**src/rtl/gpio_core_if.sv**
```systemverilog
// gpio_core_if: flat register bus between the APB slave and the GPIO core.
interface gpio_core_if;
    logic        gpio_we;
    logic [31:0] gpio_addr;
    logic [31:0] gpio_data_in;
    logic [31:0] gpio_data_out;
    logic        gpio_inta_o;
    modport master (output gpio_we, gpio_addr, gpio_data_in, input gpio_data_out, gpio_inta_o);
    modport slave  (input gpio_we, gpio_addr, gpio_data_in, output gpio_data_out, gpio_inta_o);
endinterface

```
**src/rtl/gpio_core.sv**
```systemverilog
// gpio_core: GPIO registers, pad drive, input synchroniser and per-pin edge interrupts.
module gpio_core #(
    parameter int GPIO_WIDTH = 32
) (
    input  logic                  sys_clk,
    input  logic                  sys_rst,
    gpio_core_if.slave            bus,
    input  logic [GPIO_WIDTH-1:0] ext_pad_i,
    output logic [GPIO_WIDTH-1:0] ext_pad_o,
    output logic [GPIO_WIDTH-1:0] ext_padoe_o
);
    localparam int W = GPIO_WIDTH;
    logic [W-1:0] r_out, r_oe, r_inte, r_ptrig, r_ints;
    logic [W-1:0] sync1, sync2, prev, wd, evt, clr;
    logic         ctrl, inta, unused_ok;
    logic [5:0]   off;
    assign off       = bus.gpio_addr[7:2];
    assign wd        = bus.gpio_data_in[W-1:0];
    assign unused_ok = ^{bus.gpio_addr[31:8], bus.gpio_addr[1:0], bus.gpio_data_in};
    assign evt       = (r_ptrig & sync2 & ~prev) | (~r_ptrig & ~sync2 & prev);
    assign clr       = (bus.gpio_we && off == 6'd5) ? wd : '0;
    assign ext_pad_o   = r_out;
    assign ext_padoe_o = r_oe;
    assign bus.gpio_inta_o = inta;
    always_comb
        bus.gpio_data_out = off == 6'd0 ? 32'(sync2)   :
                            off == 6'd1 ? 32'(r_out)   :
                            off == 6'd2 ? 32'(r_oe)    :
                            off == 6'd3 ? 32'(r_inte)  :
                            off == 6'd4 ? 32'(r_ptrig) :
                            off == 6'd5 ? 32'(r_ints)  :
                            off == 6'd6 ? {31'b0, ctrl} : 32'b0;
    always_ff @(posedge sys_clk) begin
        if (!sys_rst) begin
            r_out   <= '0;
            r_oe    <= '0;
            r_inte  <= '0;
            r_ptrig <= '0;
            r_ints  <= '0;
            sync1   <= '0;
            sync2   <= '0;
            prev    <= '0;
            ctrl    <= 1'b0;
            inta    <= 1'b0;
        end else begin
            sync1 <= ext_pad_i;
            sync2 <= sync1;
            prev  <= sync2;
            if (bus.gpio_we && off == 6'd1) r_out   <= wd;
            if (bus.gpio_we && off == 6'd2) r_oe    <= wd;
            if (bus.gpio_we && off == 6'd3) r_inte  <= wd;
            if (bus.gpio_we && off == 6'd4) r_ptrig <= wd;
            if (bus.gpio_we && off == 6'd6) ctrl    <= bus.gpio_data_in[0];
            // a new event wins over a same-cycle W1C on that bit
            r_ints <= (r_ints & ~clr) | (evt & r_inte);
            inta   <= ctrl & |r_ints;
        end
    end
endmodule

```
**src/flat_wrapper.sv**
```systemverilog
// flat-port wrapper written by rule: the top's interface ports become plain ports
module gpio_core_flat 
#(
    parameter int GPIO_WIDTH = 32
)
  (sys_clk, sys_rst, ext_pad_i, ext_pad_o, ext_padoe_o, bus_gpio_we, bus_gpio_addr, bus_gpio_data_in, bus_gpio_data_out, bus_gpio_inta_o);
  gpio_core_if bus_i ();
  input  logic sys_clk;
  input  logic sys_rst;
  input  logic [GPIO_WIDTH-1:0] ext_pad_i;
  output logic [GPIO_WIDTH-1:0] ext_pad_o;
  output logic [GPIO_WIDTH-1:0] ext_padoe_o;
  input wire logic [$bits(bus_i.gpio_we)-1:0] bus_gpio_we;
  input wire logic [$bits(bus_i.gpio_addr)-1:0] bus_gpio_addr;
  input wire logic [$bits(bus_i.gpio_data_in)-1:0] bus_gpio_data_in;
  output wire logic [$bits(bus_i.gpio_data_out)-1:0] bus_gpio_data_out;
  output wire logic [$bits(bus_i.gpio_inta_o)-1:0] bus_gpio_inta_o;
  assign bus_i.gpio_we = bus_gpio_we;
  assign bus_i.gpio_addr = bus_gpio_addr;
  assign bus_i.gpio_data_in = bus_gpio_data_in;
  assign bus_gpio_data_out = bus_i.gpio_data_out;
  assign bus_gpio_inta_o = bus_i.gpio_inta_o;
  gpio_core #(.GPIO_WIDTH(GPIO_WIDTH)) u_core (.sys_clk(sys_clk), .sys_rst(sys_rst), .bus(bus_i), .ext_pad_i(ext_pad_i), .ext_pad_o(ext_pad_o), .ext_padoe_o(ext_padoe_o));
endmodule
```
**config.mk**
```make
export PLATFORM = sky130hd
export DESIGN_NAME = gpio_core_flat
export DESIGN_NICKNAME = d
export VERILOG_FILES = /design/src/rtl/gpio_core_if.sv /design/src/rtl/gpio_core.sv /design/src/flat_wrapper.sv
export SDC_FILE = /design/constraint.sdc
export NUM_CORES = 1
export LEC_CHECK = 0
export BUFFER_PORTS_ARGS = -buffer_cell sky130_fd_sc_hd__buf_2
export CAP_MARGIN = 20
export CORE_ASPECT_RATIO = 1.75
export CORE_MARGIN = 1
export CORE_UTILIZATION = 45
export DETAILED_ROUTE_END_ITERATION = 6
export MAX_ROUTING_LAYER = met4
export PLACE_DENSITY = 0.78
export SYNTH_ARGS = -nofsm -noshare
export SYNTH_HDL_FRONTEND = slang
export SYNTH_SLANG_ARGS = --single-unit
```
**constraint.sdc**
```tcl
create_clock -name sys_clk -period 2.65 [get_ports sys_clk]
set_input_delay 0.3975 -clock sys_clk [delete_from_list [all_inputs] [get_ports sys_clk]]
set_output_delay 0.3975 -clock sys_clk [all_outputs]
set_load 0.01 [all_outputs]
```
==> parameters.txt, run 1 <==
Parameter                              Value

Logic synthesis
  Post-synth design cell area ... about 11000 um^2
  Distinct cell type count after synthesis ... 38
  Gate count after technology mapping ... 1274
  Synthesis-stage register bit count ... ~260
  Mean area per synthesized cell ... 8.38 um^2
  Fraction of the yosys area taken by sequential cells ... between 40% and 50%
  EDFF count, synth ... 0
  Post-synth top flop ... dfxtp_1
  Number of warning messages in the yosys log ... 0
  Async SR Flop Fraction ... 0%
  Net Count, Synth ... between 1k and 1.5k

Power
  Part of the total power dissipated in combinational logic ... under 10%
  Internal power consumption ... 6.09 mW
  Maximum resistive drop on vdd ... between 0.4 and 0.5 mV
  Part of the power in the clock network ... 44.4%
  Power density over the cells ... roughly 620 nW/um^2
  Fraction of power spent switching nets ... 23.0%
  Sequential fraction of design power ... between 50% and 60%
  Switching power summed over all nets ... 1.82 mW
  P_leak ... 5.10 nW

Worst setup path
  Critical Path Source Type ... input port
  Maximum fanout along the worst path ... 8
  R2r endpoint ... u_core.bus.gpio_inta_o
  Critical Setup Path Class ... input port to output pin
  Startpoint of the worst setup timing path ... bus_gpio_addr[5]
  Nature of the critical path endpoint ... output pin
  Worst R2R Setup Slack ... 1.23 ns
  Register-to-Register Path Depth ... 3
  Worst Path Arrival ... 2.14 ns
  Required time of the critical path ... 2.25 ns
  FF-to-FF Start ... u_core.r_ints[21]

STA
  Final total negative setup slack ... 0 ns
  Highest clock frequency the design can meet ... 394 MHz
  Fin worst setup slack ... 0.114 ns
  Unrepaired setup endpoints after global routing ... no
  Worst slew margin relative to its limit ... 46.7%
  Pin slew with the least headroom to its limit ... 0.800 ns
  Number of endpoints with negative hold slack in the final report ... 0
  Final setup violation count ... 0
  Clock period minus worst slack ... 2.54 ns
  Setup Skew ... 0.0111 ns
  Period utilization ... 95.7%
  Final count of pins violating max slew ... 0

Clock tree
  TritonCTS clock tree ... done
  H-tree levels ... 1
  CTS Buffer Depth ... 3
  Insertion delay to the later sink of the worst-skew pair ... 0.53 ns
  TritonCTS Buffers ... 25
  Total number of clock tree sinks ... 258
  Cell at the root of the clock tree ... clkbuf_16
  Count of cells resized by post-cts repair ... 0
  Clock transition time at the flip-flop clock pins of the worst setup and hold paths ... 0.06 ns

Placement
  DP Wirelength ... 21100 um
  Placer congestion estimate ... 0.846
  Pre-CTS worst setup slack ... 0.0821 ns
  Standard cell area after detailed placement ... 11900 um^2
  Number of port buffers ... 169

Layout
  Fraction of final layout cells sized beyond drive strength 1 ... between 20% and 30%
  Growth of design area from synthesis to finish ... 19.6%
  Layout Cell Area excl Fill ... 12800 um^2
  Final nets ... 1526

Route
  Drt via density ... 5.49
  Initial drt markers ... 741
  Number of DRC violations after detailed routing ... 0
  Total wire length ... 31100 um
  Number of vias in the routed layout ... 9620
  Final ANT Viol Nets ... 0
  Post-DR wirelength/cell ... 17.7 um
  Count of TritonRoute iterations in the first routing pass ... 5

Hold path
  End point of the most critical hold path ... u_core.sync1[2]
  Cell depth of the worst min-delay path ... 2
  Worst hold-check path type ... input port to register
  Critical hold path startpoint ... ext_pad_i[2]

Global routing
  GRT Resource Usage Total ... 26.2%
  Vias in the first global route ... 9309
  Number of antenna violations at the first check in global routing ... 2
  First-pass GRT wire length ... around 48000 um
  Largest net degree at the start of global routing ... 83
  Remaining global-route overflow ... 0

Floorplan
  Total core area ... around 23000 um^2
  Horizontal die dimension ... around 120 um
  Initial cell density of the core ... 45.8%
  Total I/O pin count ... 196
  Vertical extent of the die ... 206 um
  Die area ... between 20000 and 25000 um^2
  Cell Rows ... 74

Run
  Number of max-capacitance violations reported ... 0

Status
  Result of the run ... finished clean
## power groups by stage
stage,Sequential [mW],Combinational (mW),Clock [mW]
3_3_place_gp,4.07,0.404,0
6_report,3.98,0.415,3.51
4_1_cts,3.98,0.413,3.56
3_5_place_dp,4.07,0.412,0
5_1_grt,3.99,0.452,3.73
2_1_floorplan,4.06,0.224,0
## worst max path at each step
| stage | to | slack, ns |
|---|---|---|
| global placement | bus_gpio_data_out[22] | 0.11 |
| floorplan | bus_gpio_data_out[10] | 0.32 |
| finish | bus_gpio_data_out[26] | 0.11 |
| detailed placement | bus_gpio_data_out[26] | 0.08 |
| global route | bus_gpio_data_out[26] | 0.04 |
| CTS | bus_gpio_data_out[26] | 0.08 |
## cells in the final DEF (no fill, tap or decap), types with 3 or more instances in the layout
| cell | netlist | routed |
|---|---|---|
| dfxtp_1 | 258 | 258 |
| and2_1 | 96 | 96 |
| a22o_1 | 24 | 24 |
| mux4_2 | 8 | 8 |
| inv_1 | 3 | 3 |
| mux2i_1 | 4 | 4 |
| a222oi_1 | 3 | 3 |
| a21boi_1 | 52 | 52 |
| nand3_1 | 56 | 56 |
| a31oi_1 | 37 | 37 |
| nand2_1 | 334 | 334 |
| a31o_2 | 32 | 32 |
| nand4_1 | 3 | 3 |
| a21oi_1 | 18 | 18 |
| nor4_1 | 8 | 8 |
| nor2_1 | 62 | 59 |
| a21boi_0 | 44 | 44 |
| o21ai_0 | 86 | 86 |
| nor3_1 | 5 | 3 |
| nor3_2 | 2 | 3 |
| buf_12 | 0 | 7 |
| clkinv_2 | 0 | 7 |
| a22oi_1 | 28 | 28 |
| buf_2 | 18 | 168 |
| buf_4 | 2 | 44 |
| nor2_2 | 0 | 3 |
| clkbuf_8 | 0 | 5 |
| clkbuf_1 | 63 | 4 |
| clkbuf_16 | 0 | 25 |
## registers in the layout (all words and copies together) (netlist names)
register                count
u_core.ctrl                 1
u_core.sync2               32
u_core.r_ptrig             32
u_core.r_inte              32
u_core.sync1               32
u_core.ext_padoe_o         32
u_core.r_ints              32
u_core.ext_pad_o           32
u_core.bus.gpio_inta_o      1
u_core.prev                32
## synthesized netlist by cell type (4+ instances only)
cell type  number  area [um^2]
a22oi_1        28          210
mux4_2          8          180
a21boi_1       52          390
a31oi_1        37          231
buf_2          18         90.1
dfxtp_1       258         5160
a31o_2         32          280
mux2i_1         4         40.0
a21oi_1        18         90.1
nand3_1        56          280
o21ai_0        86          430
nor2_1         62          233
buf_6           8         90.1
clkbuf_1       63          236
nor3_1          5         25.0
and2_1         96          601
a22o_1         24          210
a21boi_0       44          330
nand2_1       334         1250
nor2b_1         4         25.0
nor4_1          8         50.1
## cell families (layout without fill, tap and decap cells)
group	after synthesis	in the layout	synth area share, %
mux	12	12	2.06
other cells	0	2	0
flops	258	258	48.4
compound gates	328	328	21.0
simple gates	579	579	24.3
buf+inv	97	268	4.25
## worst max-delay path, stage by stage
cell     delay [ns]
buf_2          0.13
or4_4          0.57
nor3b_4        0.25
buf_12         0.17
buf_4          0.16
a22oi_1        0.10
a31oi_1        0.20
buf_2          0.16
## through the flow
stage / utilization, % / total power [mW] / hold slack [ns] / cells
global route: 54.8 / 8.17 / 0.0661 / 1751
CTS: 54.6 / 7.96 / 0.0517 / 1747
detailed placement: 51.2 / 4.48 / 0.419 / 1702
global placement: 51.2 / 4.47 / 0.414 / 1702
finish: 54.8 / 7.90 / 0.0726 / 1751
floorplan: - / 4.28 / 0.406 / 1274
## layer usage
| layer | vias up | wire [um] | global-route usage [%] |
|---|---|---|---|
| li1 | 4667 | - | - |
| met1 | 4511 | 11700 | 27.9 |
| met2 | 340 | 15800 | 46.3 |
| met3 | 102 | 1870 | 3.71 |
| met4 | 0 | 1620 | 15.0 |
| met5 | - | 0 | - |
## final cells by class
type	count	area, um^2
diodes	2	5.00
multi-input cells	919	5090
inverters	3	11.3
well taps	304	380
repair buffers	220	1320
fillers	2195	10600
clock buffers	34	709
clock inverters	11	93.8
flip-flops and latches	258	5160
## timing repair
item                       4_1_cts  5_1_grt
hold endpoints to repair         0        0
setup endpoints to repair        0        1
hold buffers                     0        0
buffers inserted                 0        2
Note: power is estimated with default switching activity, not from simulation.
==> run 2, diff against run 1 <==
--- a/config.mk
+++ b/config.mk
@@ -5,14 +5,15 @@
 export SDC_FILE = /design/constraint.sdc
 export NUM_CORES = 1
 export LEC_CHECK = 0
-export BUFFER_PORTS_ARGS = -buffer_cell sky130_fd_sc_hd__buf_2
+export ABC_AREA = 0
 export CAP_MARGIN = 20
 export CORE_ASPECT_RATIO = 1.75
 export CORE_MARGIN = 1
 export CORE_UTILIZATION = 45
 export DETAILED_ROUTE_END_ITERATION = 6
+export DONT_BUFFER_PORTS = 1
 export MAX_ROUTING_LAYER = met4
-export PLACE_DENSITY = 0.78
+export PLACE_DENSITY = 0.71
 export SYNTH_ARGS = -nofsm -noshare
 export SYNTH_HDL_FRONTEND = slang
 export SYNTH_SLANG_ARGS = --single-unit
==> run 2 against run 1 <==
Compared with the run above: first-iteration DRC count fell by 5.4%; fmax shrank 1.7%; combinational power decreased by 22%; via count fell by 3.9%; wire length up 4.9%; hold slack lost 0.062 ns; clock power up 2%; final cell count shrank 6.6%; highest routed layer unchanged.
==> parameters.txt, run 2 (synthesized netlist as in run 1, its figures left out) <==
Parameter                              Value

Placement
  Number of port buffers ... 0 (was 169)
  Standard cell area after detailed placement ... 11000 um^2 (was 11900 um^2)
  Placer congestion estimate ... 0.818 (was 0.846)
  DP Wirelength ... 20300 um (was 21100 um)
  Inst Count DP ... 1519 (was 1702)

STA
  Setup Skew ... 0.0178 ns (was 0.0111 ns)
  Unrepaired setup endpoints after global routing ... no (unchanged)
  Final count of pins violating max slew ... 0 (unchanged)
  Pin slew with the least headroom to its limit ... 0.837 ns (was 0.800 ns)
  Period utilization ... 97.3% (was 95.7%)
  Clock period minus worst slack ... 2.58 ns (was 2.54 ns)
  Highest clock frequency the design can meet ... 388 MHz (was 394 MHz)
  Worst slew margin relative to its limit ... 44.0% (was 46.7%)
  Number of endpoints with negative hold slack in the final report ... 0 (unchanged)
  Final setup violation count ... 0 (unchanged)
  Final total negative setup slack ... 0 ns (unchanged)

Power
  Maximum resistive drop on vdd ... 0.547 mV (was 0.423 mV)
  Power density over the cells ... 631 nW/um^2 (was 619 nW/um^2)
  P_leak ... 4.49 nW (was 5.10 nW)
  Total chip power ... 7.88 mW (was 7.90 mW)

Clock tree
  Total number of clock tree sinks ... 258 (unchanged)
  Cell at the root of the clock tree ... clkbuf_16 (unchanged)
  H-tree levels ... 1 (unchanged)
  Clock transition time at the flip-flop clock pins of the worst setup and hold paths ... 0.06 ns (about the same)
  Setup fix buffers added after clock tree synthesis ... 0 (unchanged)
  Insertion delay to the later sink of the worst-skew pair ... 0.54 ns (was 0.53 ns)
  TritonCTS Buffers ... 25 (unchanged)
  CTS Buffer Depth ... 3 (unchanged)
  TritonCTS clock tree ... done (unchanged)

Layout
  Fraction of final layout cells sized beyond drive strength 1 ... 9.54% (was 21.8%)
  Leading cell type in the layout, fill and taps excluded ... nand2_1 (unchanged)
  Count of placed standard cells in the final layout, fillers left out ... 1635 (was 1751)
  Final nets ... 1413 (was 1526)
  Final Util ... 53.5% (was 54.8%)
  Ant diodes ... 0 (was 2)
  Growth of design area from synthesis to finish ... 16.9% (was 19.6%)
  Commonest cells after routing, fill and taps aside ... 334 x nand2_1, 258 x dfxtp_1, 96 x and2_1 (was 334 x nand2_1, 258 x dfxtp_1, 168 x buf_2)
  Layout Cell Area excl Fill ... 12500 um^2 (was 12800 um^2)

Global routing
  Met1 Resource Use GR ... 27.9% (about the same)
  GRT Resource Usage Total ... 27.3% (was 26.2%)
  Number of antenna violations at the first check in global routing ... 1 (was 2)
  GRT busiest layer ... met2 (unchanged)
  Largest net degree at the start of global routing ... 294 (was 83)
  Vias in the first global route ... 9027 (was 9309)
  Met2 demand-to-capacity share in global routing ... 49.4% (was 46.3%)
  First-pass GRT wire length ... 49600 um (was 48400 um)
  Remaining global-route overflow ... 0 (unchanged)
  Met3 Resource Use GR ... 5.24% (was 3.71%)

Route
  Number of vias in the routed layout ... 9246 (was 9620)
  Post-DR wirelength/cell ... 19.9 um (was 17.7 um)
  Final ANT Viol Nets ... 0 (unchanged)
  Drt via density ... 5.66 (was 5.49)
  Total wire length ... 32600 um (was 31100 um)
  Count of TritonRoute iterations in the first routing pass ... 5 (unchanged)
  Number of DRC violations after detailed routing ... 0 (unchanged)
  Initial drt markers ... 701 (was 741)

Floorplan
  Initial cell density of the core ... 45.8% (unchanged)
  Vertical extent of the die ... 206 um (unchanged)
  Die area ... 24400 um^2 (unchanged)
  Cell Rows ... 74 (unchanged)
  Total core area ... 23300 um^2 (unchanged)
  Horizontal die dimension ... 118 um (unchanged)
  Total I/O pin count ... 196 (unchanged)

Worst setup path
  Critical Setup Path Class ... input port to output pin (unchanged)
  Critical Path Source Type ... input port (unchanged)
  Maximum fanout along the worst path ... 9 (was 8)
  Required time of the critical path ... 2.25 ns (about the same)
  Top delay family on crit path ... simple AND/OR/NAND/NOR gates (unchanged)
  Worst path cell trace ... or4_4, nor3b_4, buf_4, a22oi_1, a31oi_1 (was buf_2, or4_4, nor3b_4, buf_12, buf_4, a22oi_1, a31oi_1, buf_2)
  Worst Path Arrival ... 2.18 ns (was 2.14 ns)
  Nature of the critical path endpoint ... output pin (unchanged)
  Max incr delay on CP ... 0.62 ns (was 0.57 ns)
  Buffer and inverter count on the worst path ... 1 (was 4)
  Cell with the largest stage delay on the worst path ... or4_4 (unchanged)

Hold path
  Worst hold-check path type ... input port to register (unchanged)

Status
  Result of the run ... finished clean (unchanged)

Run
  Number of max-capacitance violations reported ... 0 (unchanged)
## run 2: final timing paths
kind                        start                     end  slack [ns]  cells past startpoint
max              bus_gpio_addr[4]   bus_gpio_data_out[11]        0.07                      5
min          bus_gpio_data_in[21]      u_core.r_ptrig[21]        0.01                      2
max reg2reg      u_core.r_ints[6]  u_core.bus.gpio_inta_o        1.30                      3
min reg2reg       u_core.sync1[8]         u_core.sync2[8]        0.43                      1
## run 2: layout make-up
type	instances	area (um^2)
Inverter	3	11.3
Tap cell	304	380
Timing Repair Buffer	107	1030
Fill cell	2166	10800
Multi-Input combinational cell	919	5090
Clock inverter	8	96.3
Clock buffer	36	707
Sequential cell	258	5160
## run 2: through the flow
step           setup WS, ns  hold WS, ns
2_1_floorplan         0.318        0.406
3_3_place_gp          0.101        0.413
3_5_place_dp         0.0894        0.418
4_1_cts              0.0808     0.000554
5_1_grt              0.0235      0.00910
6_report             0.0714       0.0102
## run 2: per-layer routing
layer | routed length, um | vias to the layer above | share of wire, %
met5 | 0 | - | 0
met1 | 11700 | 4338 | 36
met4 | 1530 | 0 | 4.7
met3 | 2300 | 114 | 7.1
met2 | 17000 | 349 | 52
li1 | - | 4445 | -
## run 2: report_power, final
group	total, mW	switching [mW]	internal [mW]	leakage, nW
sequential	3.99	0.0410	3.94	2.09
clock	3.57	1.53	2.05	0.394
combinational	0.322	0.150	0.172	2.00
## run 2: what timing repair did
action                     CTS  global route
hold buffers                71             1
resized for setup            0             0
setup endpoints to repair    0             0
hold endpoints to repair   164             1
## run 2: worst reg2reg max path: cells and delay by family (launching register included)
family             cells  cell delay, ns
DFF                    1            0.34
and+or+nand+nor        2            0.66
AOI/OAI and AO/OA      1            0.26
==> run 3, diff against run 2 <==
--- a/config.mk
+++ b/config.mk
@@ -13,7 +13,6 @@
 export DETAILED_ROUTE_END_ITERATION = 6
 export DONT_BUFFER_PORTS = 1
 export MAX_ROUTING_LAYER = met4
-export PLACE_DENSITY = 0.71
 export SYNTH_ARGS = -nofsm -noshare
 export SYNTH_HDL_FRONTEND = slang
 export SYNTH_SLANG_ARGS = --single-unit
==> run 3 against run 2 <==
Compared with the run above: wire length decreased by 1.0%; register-to-register slack lost 0.09 ns; critical path depth grew 1; sequential share of layout area is 0.46 points higher; clock-buffer cell count fell by 2; combinational power decreased by 9.6%; setup slack gained 0.22 ns; flip-flop and latch count stayed put; total power fell by 1.4%; first-iteration DRC count is 9.6% lower; largest cell class unchanged; largest power group unchanged.
==> parameters.txt, run 3 (synthesized netlist as in run 1, its figures left out) <==
Parameter                              Value

STA
  Final count of pins violating max slew ... 0 (unchanged)
  Number of endpoints with negative hold slack in the final report ... 0 (unchanged)
  Clock period minus worst slack ... 2.36 ns (was 2.58 ns)
  Worst slew margin relative to its limit ... 40.6% (was 44.0%)
  Unrepaired setup endpoints after global routing ... no (unchanged)
  Final total negative setup slack ... 0 ns (unchanged)
  Tightest hold margin ... 0.00818 ns (was 0.0102 ns)
  Highest clock frequency the design can meet ... 423 MHz (was 388 MHz)
  Setup Skew ... 0.00731 ns (was 0.0178 ns)
  Period utilization ... 89.1% (was 97.3%)
  Pin slew with the least headroom to its limit ... 0.892 ns (was 0.837 ns)
  Final setup violation count ... 0 (unchanged)

Power
  P_leak ... 4.41 nW (was 4.49 nW)
  Maximum resistive drop on vdd ... 0.468 mV (was 0.547 mV)
  Power density over the cells ... 629 nW/um^2 (was 631 nW/um^2)

Global routing
  Largest net degree at the start of global routing ... 323 (was 294)
  Vias in the first global route ... 8558 (was 9027)
  Number of antenna violations at the first check in global routing ... 0 (was 1)
  Remaining global-route overflow ... 0 (unchanged)
  First-pass GRT wire length ... 48500 um (was 49600 um)
  GRT Resource Usage Total ... 26.6% (was 27.3%)

Placement
  Inst Count DP ... 1514 (was 1519)
  Placer congestion estimate ... 0.802 (was 0.818)
  DP Wirelength ... 19300 um (was 20300 um)
  Number of port buffers ... 0 (unchanged)

Floorplan
  Total I/O pin count ... 196 (unchanged)
  Cell Rows ... 74 (unchanged)
  Vertical extent of the die ... 206 um (unchanged)
  Die area ... 24400 um^2 (unchanged)
  Initial cell density of the core ... 45.8% (unchanged)
  Horizontal die dimension ... 118 um (unchanged)
  Total core area ... 23300 um^2 (unchanged)

Worst setup path
  Required time of the critical path ... 2.25 ns (about the same)
  Nature of the critical path endpoint ... output pin (unchanged)
  Worst Path Arrival ... 1.96 ns (was 2.18 ns)
  Critical Setup Path Class ... input port to output pin (unchanged)
  Critical Path Source Type ... input port (unchanged)
  Maximum fanout along the worst path ... 16 (was 9)

Hold path
  Worst hold-check path type ... input port to register (unchanged)

Clock tree
  H-tree levels ... 1 (unchanged)
  CTS Buffer Depth ... 3 (unchanged)
  Setup fix buffers added after clock tree synthesis ... 0 (unchanged)
  Clock transition time at the flip-flop clock pins of the worst setup and hold paths ... 0.06 ns (about the same)
  Insertion delay to the later sink of the worst-skew pair ... 0.52 ns (was 0.54 ns)
  Cell at the root of the clock tree ... clkbuf_16 (unchanged)
  Count of cells resized by post-cts repair ... 0 (unchanged)
  Total number of clock tree sinks ... 258 (unchanged)
  TritonCTS clock tree ... done (unchanged)
  TritonCTS Buffers ... 25 (unchanged)

Layout
  Final nets ... 1397 (was 1413)
  Leading cell type in the layout, fill and taps excluded ... nand2_1 (unchanged)
  Ant diodes ... 0 (unchanged)
  Commonest cells after routing, fill and taps aside ... 334 x nand2_1, 258 x dfxtp_1, 96 x and2_1 (unchanged)
  Growth of design area from synthesis to finish ... 15.6% (was 16.9%)
  Fraction of final layout cells sized beyond drive strength 1 ... 9.73% (was 9.54%)
  Count of placed standard cells in the final layout, fillers left out ... 1619 (was 1635)

Route
  Number of vias in the routed layout ... 9072 (was 9246)
  Total wire length ... 32200 um (was 32600 um)
  Drt via density ... 5.60 (was 5.66)
  Initial drt markers ... 634 (was 701)
  Number of DRC violations after detailed routing ... 0 (unchanged)
  Post-DR wirelength/cell ... 19.9 um (about the same)
  Final ANT Viol Nets ... 0 (unchanged)
  Count of TritonRoute iterations in the first routing pass ... 5 (unchanged)

Run
  Number of max-capacitance violations reported ... 0 (unchanged)

Status
  Result of the run ... finished clean (unchanged)
## run 3: cell types whose count changed in the layout (fill, tap and decap cells not counted), sizes merged
cell | previous run | this run
dlygate4sd3 | 72 | 61
buf | 35 | 30
bufinv | 2 | 0
clkbuf | 36 | 34
clkinv | 4 | 6
clkinvlp | 1 | 3
## run 3: timing repair
item,CTS,global route
hold endpoints to repair,115,0
endpoints found under the setup margin,0,0
hold buffers,61,0
## run 3: worst max-delay path: stages
cell	delay [ns]
or4_4	0.62
nor3b_4	0.28
buf_12	0.19
a22oi_1	0.11
a31oi_1	0.19
buf_4	0.16
## run 3: through the flow
step / utilization [%] / setup WS [ns] / power [mW] / cell area [um^2]
final: 52.9 / 0.288 / 7.77 / 12300
after floorplan: - / 0.318 / 4.28 / 10700
after global placement: 46.9 / 0.287 / 4.27 / 10900
after detailed placement: 46.9 / 0.273 / 4.27 / 10900
after CTS: 52.9 / 0.270 / 7.85 / 12300
after global routing: 52.9 / 0.205 / 8.01 / 12300
## run 3: final cells by class
type,instances,area [um^2]
Inverter,3,11.3
Fill cell,2206,11000
Tap cell,304,380
Clock buffer,34,739
Clock inverter,10,61.3
Timing Repair Buffer,91,898
Multi-Input combinational cell,919,5090
Sequential cell,258,5160
## run 3: path summary, 6_finish.rpt
kind,startpoint,endpoint,slack (ns),cells past startpoint
worst max-delay path,bus_gpio_addr[4],bus_gpio_data_out[31],0.29,6
worst min-delay path,sys_rst,u_core.sync1[24],0.008,1
worst min register to register,u_core.sync1[5],u_core.sync2[5],0.43,1
worst max register to register,u_core.r_ints[12],u_core.bus.gpio_inta_o,1.21,3
## run 3: power by group
group	switching (mW)	leakage [nW]	internal, mW
combinational	0.135	1.92	0.157
sequential	0.0391	2.09	3.94
clock	1.54	0.395	1.95
total	1.72	4.41	6.05
## run 3: routing by layer
| layer | share of wire, % | up-vias | global-route usage, % |
|---|---|---|---|
| li1 | - | 4413 | - |
| met1 | 39 | 4311 | 29.2 |
| met2 | 51 | 274 | 47.0 |
| met3 | 5.7 | 74 | 4.63 |
| met4 | 4.1 | 0 | 12.2 |
| met5 | 0 | - | - |
